<file path="config.mk">
export PLATFORM = sky130hd
export DESIGN_NAME = store_buffer_flat
export DESIGN_NICKNAME = d
export VERILOG_FILES = /design/src/rtl/store_buffer_if.sv /design/src/rtl/store_buffer.sv /design/src/flat_wrapper.sv
export SDC_FILE = /design/constraint.sdc
export NUM_CORES = 1
export LEC_CHECK = 0
export CORE_MARGIN = 2
export CORE_UTILIZATION = 56
export CTS_BUF_LIST = sky130_fd_sc_hd__clkbuf_16
export DETAILED_ROUTE_END_ITERATION = 10
export HOLD_SLACK_MARGIN = 0.12
export PLACE_DENSITY = 0.81
export SYNTH_ARGS = -nofsm -noshare
export SYNTH_HDL_FRONTEND = slang
export SYNTH_SLANG_ARGS = --single-unit
</file>
<file path="constraint.sdc">
create_clock -name clk -period 4.5 [get_ports clk]
set_input_delay 0.45 -clock clk [delete_from_list [all_inputs] [get_ports clk]]
set_output_delay 0.45 -clock clk [all_outputs]
set_load 0.05 [all_outputs]
</file>
<file path="src/rtl/store_buffer_if.sv">
// Store buffer port bundle: MEM-stage store/load side, drain side, status.
// SB_STORE_FWD_EN adds the full-word load forwarding outputs.
interface store_buffer_if #(
    parameter int PTR_W = 2
);
    logic             st_valid;
    logic [1:0]       st_type;
    logic [31:0]      st_addr;
    logic [31:0]      st_data;
    logic [31:0]      st_pc4;
    logic             st_ready;
    logic             st_err;
    logic             ld_valid;
    logic [31:0]      ld_addr;
    logic             ld_hazard;
    logic             drain_hold;
    logic             dm_we;
    logic [31:0]      dm_addr;
    logic [31:0]      dm_wd;
    logic [3:0]       dm_be;
    logic [31:0]      dm_pc4;
    logic             sb_empty;
    logic [PTR_W:0]   sb_count;
`ifdef SB_STORE_FWD_EN
    logic             ld_fwd_valid;
    logic [31:0]      ld_fwd_data;

    modport master (
        output st_valid, st_type, st_addr, st_data, st_pc4,
        output ld_valid, ld_addr, drain_hold,
        input  st_ready, st_err, ld_hazard,
        input  dm_we, dm_addr, dm_wd, dm_be, dm_pc4,
        input  sb_empty, sb_count,
        input  ld_fwd_valid, ld_fwd_data
    );

    modport slave (
        input  st_valid, st_type, st_addr, st_data, st_pc4,
        input  ld_valid, ld_addr, drain_hold,
        output st_ready, st_err, ld_hazard,
        output dm_we, dm_addr, dm_wd, dm_be, dm_pc4,
        output sb_empty, sb_count,
        output ld_fwd_valid, ld_fwd_data
    );
`else
    modport master (
        output st_valid, st_type, st_addr, st_data, st_pc4,
        output ld_valid, ld_addr, drain_hold,
        input  st_ready, st_err, ld_hazard,
        input  dm_we, dm_addr, dm_wd, dm_be, dm_pc4,
        input  sb_empty, sb_count
    );

    modport slave (
        input  st_valid, st_type, st_addr, st_data, st_pc4,
        input  ld_valid, ld_addr, drain_hold,
        output st_ready, st_err, ld_hazard,
        output dm_we, dm_addr, dm_wd, dm_be, dm_pc4,
        output sb_empty, sb_count
    );
`endif
endinterface

</file>
<file path="src/rtl/store_buffer.sv">
// In-order posted-store queue in front of the data memory write port.
// SB_STORE_FWD_EN: forward youngest full-word match to loads instead of stalling.
module store_buffer #(
    parameter int DEPTH = 4,
    parameter int PTR_W = 2
) (
    input  logic          clk,
    input  logic          reset,
    store_buffer_if.slave sb
);

    logic [31:0]      r_addr [DEPTH];
    logic [31:0]      r_data [DEPTH];
    logic [31:0]      r_pc4  [DEPTH];
    logic [3:0]       r_be   [DEPTH];
    logic [PTR_W-1:0] r_wr_ptr;
    logic [PTR_W-1:0] r_rd_ptr;
    logic [PTR_W:0]   r_count;
    logic             r_st_err;

    logic [3:0]       w_be;
    logic             w_aligned;
    logic             w_empty;
    logic             w_ready;
    logic             w_push;
    logic             w_pop;
    logic             w_err;
    logic             w_match;
    logic [PTR_W-1:0] w_idx;
`ifdef SB_STORE_FWD_EN
    logic             w_young_full;
    logic [31:0]      w_young_data;
`endif

    always_comb begin
        w_be      = 4'b0000;
        w_aligned = 1'b0;
        unique case (sb.st_type)
            2'b00: begin
                w_be      = 4'b1111;
                w_aligned = (sb.st_addr[1:0] == 2'b00);
            end
            2'b01: begin
                w_be      = sb.st_addr[1] ? 4'b1100 : 4'b0011;
                w_aligned = !sb.st_addr[0];
            end
            2'b10: begin
                w_be      = 4'b0001 << sb.st_addr[1:0];
                w_aligned = 1'b1;
            end
            default: ;
        endcase
    end

    assign w_empty = (r_count == '0);
    assign w_ready = (r_count != (PTR_W+1)'(DEPTH));
    assign w_push  = sb.st_valid && w_ready && w_aligned;
    assign w_err   = sb.st_valid && w_ready && !w_aligned;
    assign w_pop   = !w_empty && !sb.drain_hold && !reset;

    always_ff @(posedge clk) begin
        if (reset) begin
            r_wr_ptr <= '0;
            r_rd_ptr <= '0;
            r_count  <= '0;
            r_st_err <= 1'b0;
        end else begin
            r_st_err <= w_err;
            if (w_push)
                r_wr_ptr <= r_wr_ptr + 1'b1;
            if (w_pop)
                r_rd_ptr <= r_rd_ptr + 1'b1;
            if (w_push && !w_pop)
                r_count <= r_count + 1'b1;
            else if (!w_push && w_pop)
                r_count <= r_count - 1'b1;
        end
    end

    // Entry payload needs no reset; validity comes from rd_ptr/count.
    always_ff @(posedge clk) begin
        if (!reset && w_push) begin
            r_addr[r_wr_ptr] <= sb.st_addr;
            r_data[r_wr_ptr] <= sb.st_data;
            r_pc4[r_wr_ptr]  <= sb.st_pc4;
            r_be[r_wr_ptr]   <= w_be;
        end
    end

    // Walk oldest to youngest so the last hit is the youngest match.
    always_comb begin
        w_match = 1'b0;
        w_idx   = '0;
`ifdef SB_STORE_FWD_EN
        w_young_full = 1'b0;
        w_young_data = '0;
`endif
        for (int i = 0; i < DEPTH; i++) begin
            w_idx = r_rd_ptr + PTR_W'(i);
            if (((PTR_W+1)'(i) < r_count) &&
                (r_addr[w_idx][31:2] == sb.ld_addr[31:2])) begin
                w_match = 1'b1;
`ifdef SB_STORE_FWD_EN
                w_young_full = (r_be[w_idx] == 4'b1111);
                w_young_data = r_data[w_idx];
`endif
            end
        end
    end

`ifdef SB_STORE_FWD_EN
    assign sb.ld_hazard    = sb.ld_valid && w_match && !w_young_full && !reset;
    assign sb.ld_fwd_valid = sb.ld_valid && w_match && w_young_full && !reset;
    assign sb.ld_fwd_data  = w_young_data;
`else
    assign sb.ld_hazard    = sb.ld_valid && w_match && !reset;
`endif

    assign sb.st_ready = w_ready || reset;
    assign sb.st_err   = r_st_err && !reset;
    assign sb.sb_empty = w_empty || reset;
    assign sb.sb_count = reset ? '0 : r_count;
    assign sb.dm_we    = w_pop;
    assign sb.dm_addr  = r_addr[r_rd_ptr];
    assign sb.dm_wd    = r_data[r_rd_ptr];
    assign sb.dm_be    = r_be[r_rd_ptr];
    assign sb.dm_pc4   = r_pc4[r_rd_ptr];

endmodule

</file>
<file path="src/flat_wrapper.sv">
// flat-port wrapper written by rule: the top's interface ports become plain ports
module store_buffer_flat 
#(
    parameter int DEPTH = 4,
    parameter int PTR_W = 2
)
  (clk, reset, sb_st_valid, sb_st_type, sb_st_addr, sb_st_data, sb_st_pc4, sb_ld_valid, sb_ld_addr, sb_drain_hold, sb_st_ready, sb_st_err, sb_ld_hazard, sb_dm_we, sb_dm_addr, sb_dm_wd, sb_dm_be, sb_dm_pc4, sb_sb_empty, sb_sb_count);
  store_buffer_if #(.PTR_W(PTR_W)) sb_i ();
  input  logic clk;
  input  logic reset;
  input wire logic [$bits(sb_i.st_valid)-1:0] sb_st_valid;
  input wire logic [$bits(sb_i.st_type)-1:0] sb_st_type;
  input wire logic [$bits(sb_i.st_addr)-1:0] sb_st_addr;
  input wire logic [$bits(sb_i.st_data)-1:0] sb_st_data;
  input wire logic [$bits(sb_i.st_pc4)-1:0] sb_st_pc4;
  input wire logic [$bits(sb_i.ld_valid)-1:0] sb_ld_valid;
  input wire logic [$bits(sb_i.ld_addr)-1:0] sb_ld_addr;
  input wire logic [$bits(sb_i.drain_hold)-1:0] sb_drain_hold;
  output wire logic [$bits(sb_i.st_ready)-1:0] sb_st_ready;
  output wire logic [$bits(sb_i.st_err)-1:0] sb_st_err;
  output wire logic [$bits(sb_i.ld_hazard)-1:0] sb_ld_hazard;
  output wire logic [$bits(sb_i.dm_we)-1:0] sb_dm_we;
  output wire logic [$bits(sb_i.dm_addr)-1:0] sb_dm_addr;
  output wire logic [$bits(sb_i.dm_wd)-1:0] sb_dm_wd;
  output wire logic [$bits(sb_i.dm_be)-1:0] sb_dm_be;
  output wire logic [$bits(sb_i.dm_pc4)-1:0] sb_dm_pc4;
  output wire logic [$bits(sb_i.sb_empty)-1:0] sb_sb_empty;
  output wire logic [$bits(sb_i.sb_count)-1:0] sb_sb_count;
  assign sb_i.st_valid = sb_st_valid;
  assign sb_i.st_type = sb_st_type;
  assign sb_i.st_addr = sb_st_addr;
  assign sb_i.st_data = sb_st_data;
  assign sb_i.st_pc4 = sb_st_pc4;
  assign sb_i.ld_valid = sb_ld_valid;
  assign sb_i.ld_addr = sb_ld_addr;
  assign sb_i.drain_hold = sb_drain_hold;
  assign sb_st_ready = sb_i.st_ready;
  assign sb_st_err = sb_i.st_err;
  assign sb_ld_hazard = sb_i.ld_hazard;
  assign sb_dm_we = sb_i.dm_we;
  assign sb_dm_addr = sb_i.dm_addr;
  assign sb_dm_wd = sb_i.dm_wd;
  assign sb_dm_be = sb_i.dm_be;
  assign sb_dm_pc4 = sb_i.dm_pc4;
  assign sb_sb_empty = sb_i.sb_empty;
  assign sb_sb_count = sb_i.sb_count;
  store_buffer #(.DEPTH(DEPTH), .PTR_W(PTR_W)) u_core (.clk(clk), .reset(reset), .sb(sb_i));
endmodule
</file>
[After elaboration in Yosys (flattened, before gate mapping)]
Memories as Yosys holds them, arrays and structs flattened. A register that Yosys moved wholly into a read port is not among the register bits.
Index checks and enable logic that the tools add are counted.
Storage, ports and cells
  register bits: 8
  input bits: 135
  logic and storage cells: 74
  memory bits (writable): 400
  memories: 4
  output and inout port bits: 108
Memories
  u_core.r_addr: depth 4, bits a word 32, read ports 4, clocked after memory_dff 1, wr ports 1, RTL line store_buffer.sv:12  | logic [31:0] r_addr [DEPTH];
  u_core.r_data: depth 4, bits a word 32, read ports 1, clocked after memory_dff 1, wr ports 1, RTL line store_buffer.sv:13  | logic [31:0] r_data [DEPTH];
  u_core.r_pc4: depth 4, bits a word 32, read ports 1, clocked after memory_dff 1, wr ports 1, RTL line store_buffer.sv:14  | logic [31:0] r_pc4 [DEPTH];
  u_core.r_be: depth 4, bits a word 4, read ports 1, clocked after memory_dff 1, wr ports 1, RTL line store_buffer.sv:15  | logic [3:0] r_be [DEPTH];
Cells by class
  add/subtract/negate cells: 6
  reduce and logical (&&, ||, !) cells: 28
  eq/ne operators: 7
  multiplexer cells: 20
  $lt $le $gt $ge: 4
  shifts and indexed selects: 1
Operator list (count)
  equality test 30 bit: 4
  two-way mux 2 bit: 8
  logical AND 1 bit: 15
  case mux 4 bit (3 select lines): 1
  two-way mux 3 bit: 3
  zero test 1 bit: 7
  less-than comparator 1 x 3 -> 1 bit (first input constant): 2
  less-than comparator 2 x 3 -> 1 bit (first input constant): 2
  two-way mux 1 bit: 6
  adder 2 x 1 -> 2 bit (second input constant): 2
  adder 2 bit (second input constant): 2
  zero test 2 bit: 2
  two-way mux 4 bit: 1
  << shifter 1 x 2 -> 4 bit (first input constant): 1
  adder 3 x 1 -> 3 bit (second input constant): 1
  zero test 3 bit: 1
  != test 3 bit (second input constant): 1
  case mux 1 bit (3 select lines): 1
  subtractor 3 x 1 -> 3 bit (second input constant): 1
  equality test 2 x 1 -> 1 bit (second input constant): 1
  equality test 2 bit (second input constant): 1
  logical OR 1 bit: 2
  nonzero test 2 bit: 1

[Longest topological paths before layout]
Gate-level depths: netlist of run 1.
An unclocked memory read counts as a cell.
  depth after elaboration: 9
  depth in mapped cells: 10
  mapped depth without buffers: 10

[Worst setup path before layout of run 1]
No wires, ideal clock.
  kind: input-to-reg
  start: input sb_st_addr[1]
  end: memory u_core.r_addr[0][0] (enable)
  path slack: 316 ps
  path buffers: 1
  data arrival time: 3713 ps
  stages: 6
  data required time: 4029 ps
  library setup time: 471 ps
  cells stage by stage: nor2b_1 -> o31ai_1 -> and3_1 -> clkbuf_1 -> nor2b_1 -> and2_1
On the way
  word-level cells in the longest chain between the ends: 6
Ends and longest elaborated chain
  start: declaration: RTL line flat_wrapper.sv:13  | input wire logic [$bits(sb_i.st_addr)-1:0] sb_st_addr;
  zero test 2 bit: RTL line store_buffer.sv:41  | w_aligned = (sb.st_addr[1:0] == 2'b00);
  case mux 1 bit (3 select lines): RTL line store_buffer.sv:38  | unique case (sb.st_type)
  logical AND 1 bit: RTL line store_buffer.sv:57  | assign w_push = sb.st_valid && w_ready && w_aligned;
  via u_core.w_push: RTL line store_buffer.sv:25  | logic w_push;
  logical AND 1 bit: RTL line store_buffer.sv:82  | if (!reset && w_push) begin
  two-way mux 1 bit: RTL line store_buffer.sv:82
  two-way mux 1 bit (not written as such): RTL line store_buffer.sv:83  | r_addr[r_wr_ptr] <= sb.st_addr;
  end: declaration: RTL line store_buffer.sv:12
The timed path passes the listed nets, and every way through them passes these cells.

[Final worst setup path of run 1]
  start: register u_core.r_rd_ptr[0]
  end: output sb_ld_hazard
On the way
  word-level cells in the longest chain between the ends: 9
  elaborated cells between the ends (all ways): 15
  those cells by class: add/sub (3); eq/ne (3); mux (3); reduce/logical (5); memory (1)
Ends and longest elaborated chain
  start: declaration: RTL line store_buffer.sv:17  | logic [PTR_W-1:0] r_rd_ptr;
  start signal: assignment: RTL line store_buffer.sv:72  | r_rd_ptr <= r_rd_ptr + 1'b1;
  adder 2 x 1 -> 2 bit: RTL line store_buffer.sv:99  | w_idx = r_rd_ptr + PTR_W'(i);
  memory read (4 x 32 bit) (*)
  equality test 30 bit: RTL line store_buffer.sv:101  | (r_addr[w_idx][31:2] == sb.ld_addr[31:2])) begin
  logical AND 1 bit: RTL line store_buffer.sv:100  | if (((PTR_W+1)'(i) < r_count) &&
  two-way mux 1 bit (2 in series): RTL line store_buffer.sv:100
  two-way mux 1 bit (*): RTL line store_buffer.sv:100
  logical AND 1 bit (*) (2 in series): RTL line store_buffer.sv:116  | assign sb.ld_hazard = sb.ld_valid && w_match && !reset;
  end: declaration: RTL line flat_wrapper.sv:21  | output wire logic [$bits(sb_i.ld_hazard)-1:0] sb_ld_hazard;
Mark *: on every way between the ends. The rest lies on a longest branch, timed or not.

==> results of run 1 <==
[layout make-up]
| class | instances | area [sq um] |
|---|---|---|
| well taps | 448 | 561 |
| diodes | 2 | 5.00 |
| repair buffers | 258 | 2650 |
| clock buffers | 42 | 1050 |
| flip-flops and latches | 410 | 12200 |
| multi-input cells | 498 | 6430 |
| inverters | 16 | 60.1 |
| clock inverters | 34 | 280 |
| fillers | 2085 | 10400 |
[placed cells by master, fill, tap and decap left out, drive strengths merged, types with 6 or more instances in the layout]
cell type | synthesis | final
o22ai | 8 | 8
nand2b | 7 | 7
clkinv | 0 | 23
a21oi | 9 | 9
dfxtp | 10 | 10
edfxtp | 400 | 400
nor2 | 15 | 15
mux2i | 57 | 57
xnor2 | 94 | 94
nand3 | 9 | 9
nand2 | 9 | 9
a22oi | 8 | 8
mux4 | 167 | 167
buf | 43 | 19
inv | 16 | 23
xor2 | 9 | 9
o2111ai | 6 | 6
clkbuf | 31 | 42
clkdlybuf4s50 | 0 | 239
nand4 | 23 | 23
ha | 9 | 9
mux2 | 7 | 7
[power breakdown]
part | internal [mW] | leakage, nW | total [mW] | switching, mW
logic | 0.893 | 2.69 | 2.08 | 1.19
registers | 4.27 | 3.69 | 4.34 | 0.0758
clock network | 1.89 | 0.676 | 3.31 | 1.42
total | 7.05 | 7.06 | 9.73 | 2.69
[cell usage after synthesis, types with 7 or more instances]
cell type	count	area share, %
a22oi_1	8	0.31
edfxtp_1	400	63
nand4_1	23	0.75
dfxtp_1	10	1.0
nand3_1	9	0.24
mux4_2	166	20
nand2_1	9	0.18
buf_4	11	0.43
mux2i_1	57	3.0
xnor2_1	94	4.3
inv_1	16	0.31
xor2_1	9	0.41
o22ai_1	8	0.26
nor2_1	15	0.29
ha_1	9	0.59
nand2b_1	7	0.23
a21oi_1	9	0.24
clkbuf_1	31	0.61
buf_2	18	0.47
[critical path: stages, from the launching register on]
cell       delay, ns
dfxtp_4         0.46
buf_12          0.39
buf_4           0.44
mux4_2          0.28
nand2b_1        0.16
o2111ai_1       0.18
a2111oi_0       0.59
nand4_1         0.25
a41oi_2         0.33
buf_4           0.25
[metal layers]
metal / share of wire (%) / GRT usage, % / up-vias
li1: - / - / 4621
met1: 39 / 34.9 / 5523
met2: 49 / 41.6 / 516
met3: 9.9 / 7.58 / 72
met4: 2.1 / 6.34 / 4
met5: 0.055 / 0 / -
[path summary, 6_finish.rpt]
| kind | startpoint | end | slack [ns] | cells past startpoint |
|---|---|---|---|---|
| max | u_core.r_rd_ptr[0] | sb_ld_hazard | 0.17 | 9 |
| min | sb_st_valid | u_core.r_st_err | 0.48 | 3 |
| max reg2reg | u_core.r_count[0] | u_core.r_pc4[0][9] | 1.85 | 7 |
| min reg2reg | u_core.r_wr_ptr[1] | u_core.r_wr_ptr[1] | 0.56 | 2 |
[stage by stage]
step | utilization [%] | hold slack, ns | cells
6_report | 69.2 | 0.482 | 1708
5_1_grt | 69.2 | 0.505 | 1707
4_1_cts | 69.2 | 0.461 | 1706
3_5_place_dp | 65.2 | 0.550 | 1630
3_3_place_gp | 65.2 | 0.542 | 1630
2_1_floorplan | - | 0.509 | 998
[logic make-up (layout without fill, tap and decap cells)]
kind of cell	count (synthesis)	after routing	share of synthesized area, %
xor gates and xnor gates	103	103	4.72
DFF	410	410	63.8
muxes	231	231	23.1
and+or+nand+nor	84	84	2.35
other	0	2	0
adders and majority gates	9	9	0.589
buffers and inverters	90	350	2.59
AOI/OAI and AO/OA	71	71	2.81
[flip-flops by register name, indices dropped and copies added, names as in the netlist, named ones only]
name             cells
u_core.r_wr_ptr      2
u_core.r_count       3
u_core.r_pc4       128
u_core.r_rd_ptr      2
u_core.r_data      128
u_core.r_addr      128
u_core.r_st_err      1
u_core.r_be         16
==> flow_summary_export.csv, run 1 <==
group,metric,value,unit
clock_tree,cts_setup_buffers,0,
sta,relSlewSlack,53.5,%
placed_design,place_area,0.0219,sq mm
clock_tree,cts_hold_buf,0,
clock_tree,cts-resized-gates,0,
synthesis,syn_avg_cell_area,19.2,sq um
route,drt_iter0_drc,1048,
die,die_w,189,microns
critical_path,start_kind,"flip-flop",
placed_design,gp_congestion,0.889,
final_layout,fin_nets,1370,
sta,rsz0062_at_grt,"no",
synthesis,ys_seq_area_share,63.8,%
sta,fmax,0.231,GHz
synthesis,ys_types,51,
sta,fin_crit_sh,96.2,%
critical_path,critPathCaptureType,"primary output",
global_routing,grt_pass1_vias,11000,
global_routing,grt_max_degree,101,
pwr,ir_worst_vdd,0.415,mV
sta,timing.final.ws_setup,0.169,ns
critical_path,required,4.05,ns
clock_tree,clk_pin_slew_worst_paths,0.06,ns
pwr,power.total,9.73,mW
die,die_area,0.0356,sq mm
job,cap_violations,0,
clock_tree,clockBufferDepth,3,
critical_path,arrival,3.88,ns
pwr,p_leak,7.06,nW
critical_path,worst-setup-path-type,"flip-flop to primary output",
final_layout,area_growth,21.6,%
route,avgRoutedWirePerCell,26.6,microns
sta,worst_pin_slew,0.691,ns
die,initial_core_util,56.9,%
clock_tree,cts_max_level,2,
clock_tree,cts_tree,"yes",
die,die_y,189,microns
synthesis,synth_seq_cells,410,
synthesis,syn_area,0.0191,sq mm
sta,tns,0,ns
global_routing,antenna_found_initial,5,
route,drt-vias-per-instance,6.29,
clock_tree,numCtsBuffers,42,
route,vias,10700,
placed_design,place_ws,0.745,ns
synthesis,async_flop_share,0,%
final_layout,finalInstanceArea,0.0233,sq mm
sta,finalMaxSlewViolations,0,
route,wirelength,45400,microns
synthesis,synth-edff-count,400,
final_layout,drive_gt1_share,20.8,%
die,fp-row-count,67,
die,core,0.0336,sq mm
outcome,status,"complete, no violations",
sta,fin_crit,4.33,ns
synthesis,synth-main-ff-cell,"edfxtp_1",
global_routing,track_usage,25.8,%
route,drc,0,
global_routing,grt_pass1_wl,68200,microns
sta,hold_violations,0,
clock_tree,clock-sinks,410,
die,io_pins,243,
synthesis,syn_nets,1142,
route,antenna_left,0,
hold_path,min_path_type,"input port to flip-flop",
critical_path,cp_max_fo,63,
sta,fin_skew,0.0254,ns
route,drt_first_pass_iters,5,
synthesis,synth-warning-count,0,
synthesis,synth_cells,998,
clock_tree,cts_root_buffer,"clkbuf_16",
sta,setup_viol,0,
pwr,p_per_area,419,mW/mm^2
placed_design,place_hpwl,29000,microns
global_routing,grt-ovfl-total,0,
clock_tree,clkLatencyLatePin,0.55,ns
placed_design,io_buffer_count,240,
Power figures use the tool's default switching activity.
==> run 2, diff against run 1 <==
Settings changed: SETUP_SLACK_MARGIN set to 0.5.
==> run 2 against run 1 <==
Sequential share of layout area is 0.56 points lower. First-iteration DRC count is 2.6% higher. Critical path depth shrank 1. Maximum frequency rose by 11%. Critical endpoint unchanged. Routed wire length is 2.4% higher. Combinational power increased by 5%. Utilization rose by 0.74 points. Design area rose by 1.1%. Largest power group unchanged. Cell count grew 1.3%. Largest cell class unchanged.
==> flow_summary_export.csv, run 2 (synthesis gave the netlist of run 1 again) <==
group,metric,value,unit
sta,setup_viol,0,
clock_tree,cts_max_level,2,
sta,hold_violations,0,
pwr,seq_power_share,44.6,%
final_layout,final_cells,1730,
critical_path,critPathCaptureType,"primary output",
sta,fin_crit,3.91,ns
pwr,switching_share,27.8,%
sta,holdWs,0.490,ns
global_routing,gr-usage-met1,35.9,%
die,die_y,189,microns
critical_path,start_kind,"flip-flop",
final_layout,top_regs,"u_core.r_addr x128, u_core.r_data x128, u_core.r_pc4 x128",
global_routing,grt_pass1_wl,69000,microns
global_routing,grt.busiest_layer,"met2",
pwr,p_leak,7.21,nW
global_routing,grt_max_degree,46,
critical_path,cp_max_fo,40,
sta,fmax,0.256,GHz
final_layout,postLayoutCoreUtil,69.9,%
route,drt_iter0_drc,1075,
global_routing,grt_pass1_vias,11000,
clock_tree,cts_tree,"yes",
placed_design,place_area,0.0220,sq mm
die,die_area,0.0356,sq mm
clock_tree,clk_pin_slew_worst_paths,0.06,ns
die,fp-row-count,67,
route,wirelength,46400,microns
pwr,power.combinational.fraction,22.6,%
global_routing,antenna_found_initial,3,
critical_path,cp_top_family,"compound AO/OA/AOI/OAI gates",
clock_tree,clock-sinks,410,
route,drc,0,
critical_path,critical-path-max-stage-delay,0.55,ns
route,drt_first_pass_iters,5,
sta,relSlewSlack,37.7,%
placed_design,place_hpwl,30900,microns
final_layout,fin_nets,1395,
placed_design,place_inst,1640,
final_layout,finalInstanceArea,0.0235,sq mm
clock_tree,cts_root_buffer,"clkbuf_16",
job,cap_violations,0,
sta,rsz0062_at_grt,"no",
final_layout,most-common-layout-cells,"edfxtp_1, clkdlybuf4s50_1, mux4_2, xnor2_1, mux2i_1",
critical_path,cp_num_buf_inv,2,
sta,fin_skew,0.0218,ns
route,antenna_left,0,
placed_design,gp_congestion,0.931,
die,initial_core_util,56.9,%
clock_tree,clockBufferDepth,3,
pwr,p_per_area,412,mW/mm^2
critical_path,required,4.05,ns
placed_design,io_buffer_count,240,
route,vias,11000,
die,core,0.0336,sq mm
route,drt-vias-per-instance,6.34,
hold_path,min_path_type,"input port to flip-flop",
critical_path,cp_slowest_cell,"a222oi_1",
route,avgRoutedWirePerCell,26.8,microns
critical_path,worstPathCellList,"buf_12, mux2_2, a222oi_1, nand4_1, a2111oi_2, nand3_1, a41oi_2, buf_4",
sta,worst_pin_slew,0.935,ns
pwr,p_sw,2.70,mW
global_routing,use_met3,7.36,%
sta,finalMaxSlewViolations,0,
final_layout,area_growth,22.9,%
pwr,internal_power,6.99,mW
critical_path,worst-setup-path-type,"flip-flop to primary output",
global_routing,grt-ovfl-total,0,
critical_path,arrival,3.46,ns
pwr,ir_worst_vdd,0.338,mV
clock_tree,numCtsBuffers,41,
sta,fin_crit_sh,86.8,%
final_layout,drive_gt1_share,22.2,%
global_routing,track_usage,26.2,%
final_layout,fillers,2099,
outcome,status,"complete, no violations",
die,io_pins,243,
pwr,p_clk_share,32.8,%
final_layout,final_common_cell,"edfxtp_1",
global_routing,use_met2,42.1,%
clock_tree,clkLatencyLatePin,0.55,ns
die,die_w,189,microns
sta,tns,0,ns
[run 2: worst paths after layout]
| path | startpoint | to | slack (ns) | depth (start not counted) |
|---|---|---|---|---|
| worst max-delay path | u_core.r_rd_ptr[0] | sb_ld_hazard | 0.59 | 8 |
| worst min-delay path | sb_st_valid | u_core.r_st_err | 0.49 | 3 |
| worst max register to register | u_core.r_count[0] | u_core.r_addr[2][8] | 1.62 | 7 |
| worst min register to register | u_core.r_wr_ptr[1] | u_core.r_wr_ptr[1] | 0.60 | 2 |
[run 2: per-stage QoR]
| step | setup WS [ns] | power (mW) |
|---|---|---|
| 4_1_cts | 0.566 | 9.71 |
| 5_1_grt | 0.509 | 10.0 |
| 6_report | 0.594 | 9.69 |
| 3_3_place_gp | 0.879 | 6.50 |
| 2_1_floorplan | 1.43 | 5.86 |
| 3_5_place_dp | 0.845 | 6.52 |
[run 2: layout make-up]
class	count	area (sq um)	area share (%)
diodes	1	2.50	0.0106
clock buffers	41	1030	4.36
clock inverters	32	230	0.979
inverters	16	60.1	0.255
multi-input cells	498	6450	27.4
flip-flops and latches	410	12200	52.0
well taps	448	561	2.38
repair buffers	284	2950	12.6
[run 2: tightest hold or removal path, stage by stage]
cell,delay [ns]
clkdlybuf4s50_1,0.42
nand2_1,0.07
nor3_1,0.04
[run 2: what timing repair did]
item | in CTS | in global routing
gates resized for setup | 2 | 4
hold buffers | 0 | 0
buffers inserted | 12 | 4
setup endpoints to repair | 23 | 2
[run 2: power by group through the flow]
stage / clock [mW] / sequential [mW] / combinational [mW]
floorplan: 0 / 4.38 / 1.48
global placement: 0 / 4.44 / 2.06
detailed placement: 0 / 4.44 / 2.07
CTS: 3.23 / 4.34 / 2.15
global route: 3.38 / 4.33 / 2.30
finish: 3.18 / 4.32 / 2.19
[run 2: layer usage]
layer  up-vias  wire length [microns]  part of all wire [%]
met5         -                     26                 0.056
met4         4                   1170                   2.5
met3        74                   4200                   9.0
met2       491                  23000                    49
met1      5725                  18100                    39
li1       4666                      -                     -
==> run 3, diff against run 2 <==
Settings changed: ABC_AREA set to 1, PLACE_DENSITY 0.81 to not set, PLACE_DENSITY_LB_ADDON set to 0.2.
==> run 3 against run 2 <==
Area after synthesis is 7.6% higher. Global-route usage is 2.6 points higher. Largest power group unchanged. Hold slack better by 0.018 ns. Combinational power is 30% higher. Clock power is 5% higher. Critical endpoint is now sb_dm_wd[15]. First-iteration DRC count is 53% higher. Synthesized cell count is 140% higher.
==> flow_summary_export.csv, run 3 <==
group,metric,value,unit
final_layout,finalInstanceArea,0.0247,sq mm
pwr,p_clk_share,31.8,%
sta,fin_crit,3.83,ns
synthesis,yosysMostFrequentCell,"nand2_1",
synthesis,synth_seq_cells,410,
route,vias,17000,
clock_tree,clkLatencyLatePin,0.57,ns
placed_design,gp_congestion,0.939,
critical_path,cp_max_fo,122,
final_layout,final_common_cell,"nand2_1",
synthesis,synth_top_area_cell,"edfxtp_1",
critical_path,worstPathCellList,"inv_4, buf_12, o21ai_0, o22ai_1, clkdlybuf4s50_1",
synthesis,ys_seq_area_share,59.4,%
sta,fmax,0.261,GHz
sta,setup_viol,0,
clock_tree,clock-sinks,410,
pwr,power.total,10.5,mW
critical_path,worst-setup-path-type,"flip-flop to primary output",
final_layout,drive_gt1_share,3.86,%
critical_path,start_kind,"flip-flop",
pwr,p_per_area,424,mW/mm^2
route,wirelength,55900,microns
die,core,0.0364,sq mm
final_layout,postLayoutCoreUtil,67.9,%
pwr,p_leak,10.3,nW
synthesis,synth_cells,2363,
global_routing,grt_pass1_vias,16100,
clock_tree,cts_max_level,2,
sta,finalMaxSlewViolations,0,
sta,rsz0062_at_grt,"no",
route,highest_layer,"met5",
global_routing,grt_max_degree,123,
placed_design,place_area,0.0234,sq mm
final_layout,area_growth,20.2,%
sta,fin_crit_sh,85.0,%
route,drc,0,
die,die_area,0.0383,sq mm
route,wl_met1,22300,microns
synthesis,syn_area,0.0206,sq mm
global_routing,grt_pass1_wl,85400,microns
final_layout,fillers,2766,
pwr,seq_power_share,41.1,%
critical_path,critical-path-max-stage-delay,0.87,ns
critical_path,required,4.05,ns
final_layout,fin_nets,2706,
synthesis,synth-main-ff-cell,"edfxtp_1",
synthesis,synth-warning-count,0,
sta,fin_skew,0.0129,ns
global_routing,grt-ovfl-total,0,
sta,timing.final.ws_setup,0.674,ns
placed_design,io_buffer_count,240,
critical_path,arrival,3.38,ns
placed_design,place_ws,1.18,ns
synthesis,synth_common_cells,"nand2_1, edfxtp_1, nor2_1, o21ai_0, nand3_1",
clock_tree,numCtsBuffers,42,
outcome,status,"complete, no violations",
die,fp-row-count,70,
pwr,p_sw,3.43,mW
sta,relSlewSlack,52.6,%
synthesis,synth.area.top_cells,"edfxtp_1, nand2_1, o21ai_0",
final_layout,final_cells,3065,
synthesis,syn_avg_cell_area,8.71,sq um
clock_tree,clk_pin_slew_worst_paths,0.06,ns
global_routing,track_usage,28.8,%
synthesis,async_flop_share,0,%
clock_tree,cts_tree,"yes",
pwr,ir_worst_vdd,0.487,mV
die,die_w,196,microns
hold_path,min_path_type,"input port to flip-flop",
die,die_y,196,microns
die,io_pins,243,
route,wl_met3,5420,microns
route,met2WireLength,26400,microns
critical_path,cp_slowest_cell,"clkdlybuf4s50_1",
sta,hold_violations,0,
placed_design,place_inst,2985,
pwr,switching_share,32.7,%
synthesis,synth.top_cell.area_share,58.4,%
global_routing,antenna_found_initial,7,
route,drt_iter0_drc,1641,
final_layout,most-common-layout-cells,"nand2_1, edfxtp_1, clkdlybuf4s50_1, nor2_1, o21ai_0",
sta,worst_pin_slew,0.711,ns
clock_tree,cts_root_buffer,"clkbuf_16",
pwr,power.combinational.fraction,27.1,%
clock_tree,clockBufferDepth,3,
route,antenna_left,0,
clock_tree,cts_hold_buf,0,
placed_design,place_hpwl,35600,microns
critical_path,critPathCaptureType,"primary output",
route,drt-vias-per-instance,5.55,
pwr,internal_power,7.06,mW
critical_path,cp_num_buf_inv,3,
sta,holdWs,0.508,ns
route,avgRoutedWirePerCell,18.2,microns
critical_path,cp_top_family,"buffers and inverters",
job,cap_violations,0,
sta,tns,0,ns
synthesis,synth-edff-count,400,
route,drt_first_pass_iters,6,
die,initial_core_util,56.5,%
synthesis,syn_nets,2507,
final_layout,top_regs,"u_core.r_addr x128, u_core.r_data x128, u_core.r_pc4 x128",
synthesis,ys_types,26,
[run 3: layout make-up]
| cell class | instances | area [sq um] | share of cell area [%] |
|---|---|---|---|
| repair buffers | 270 | 2800 | 11.3 |
| multi-input cells | 1677 | 7180 | 29.0 |
| flip-flops and latches | 410 | 12200 | 49.4 |
| clock buffers | 42 | 1050 | 4.25 |
| inverters | 161 | 609 | 2.46 |
| clock inverters | 32 | 270 | 1.09 |
| well taps | 468 | 586 | 2.37 |
| diodes | 5 | 12.5 | 0.0506 |
[run 3: cell families after synthesis]
kind of cell               share of synthesized area (%)
and+or+nand+nor                                     26.4
adders and majority gates                          0.547
AOI/OAI and AO/OA                                   7.11
DFF                                                 59.4
xor gates and xnor gates                           0.681
buffers and inverters                               5.92
[run 3: what timing repair did]
item / 4_1_cts / 5_1_grt
gates resized for setup: 0 / 8
endpoints found under the setup margin: 0 / 1
setup buffers: 0 / 1
[run 3: final timing paths]
kind	start	to	slack, ns	depth (start not counted)
worst min-delay path	sb_st_pc4[12]	u_core.r_pc4[3][12]	0.51	1
worst min register to register	u_core.r_wr_ptr[0]	u_core.r_wr_ptr[0]	0.53	1
worst max-delay path	flip-flop	sb_dm_wd[15]	0.67	5
worst max register to register	u_core.r_count[0]	u_core.r_addr[1][9]	1.60	8
[run 3: layer usage]
| metal | vias up | global-route usage [%] |
|---|---|---|
| met2 | 717 | 47.9 |
| met4 | 6 | 9.46 |
| met1 | 7935 | 37.1 |
| met5 | - | 0 |
| li1 | 8245 | - |
| met3 | 121 | 7.65 |
[run 3: worst register-to-register path, cell delays in order (launching register included)]
cell     delay, ns
dfxtp_1       0.40
inv_1         0.15
ha_1          0.24
inv_1         0.07
o21ai_0       0.13
nor2_1        0.29
nand2_1       0.31
nor2_4        0.48
buf_4         0.46
[run 3: power by group through the flow]
stage	sequential [mW]	clock (mW)	combinational, mW
floorplan	4.37	0	1.88
global placement	4.39	0	2.75
detailed placement	4.39	0	2.79
CTS	4.31	3.39	2.81
global route	4.31	3.52	3.07
finish	4.31	3.34	2.84
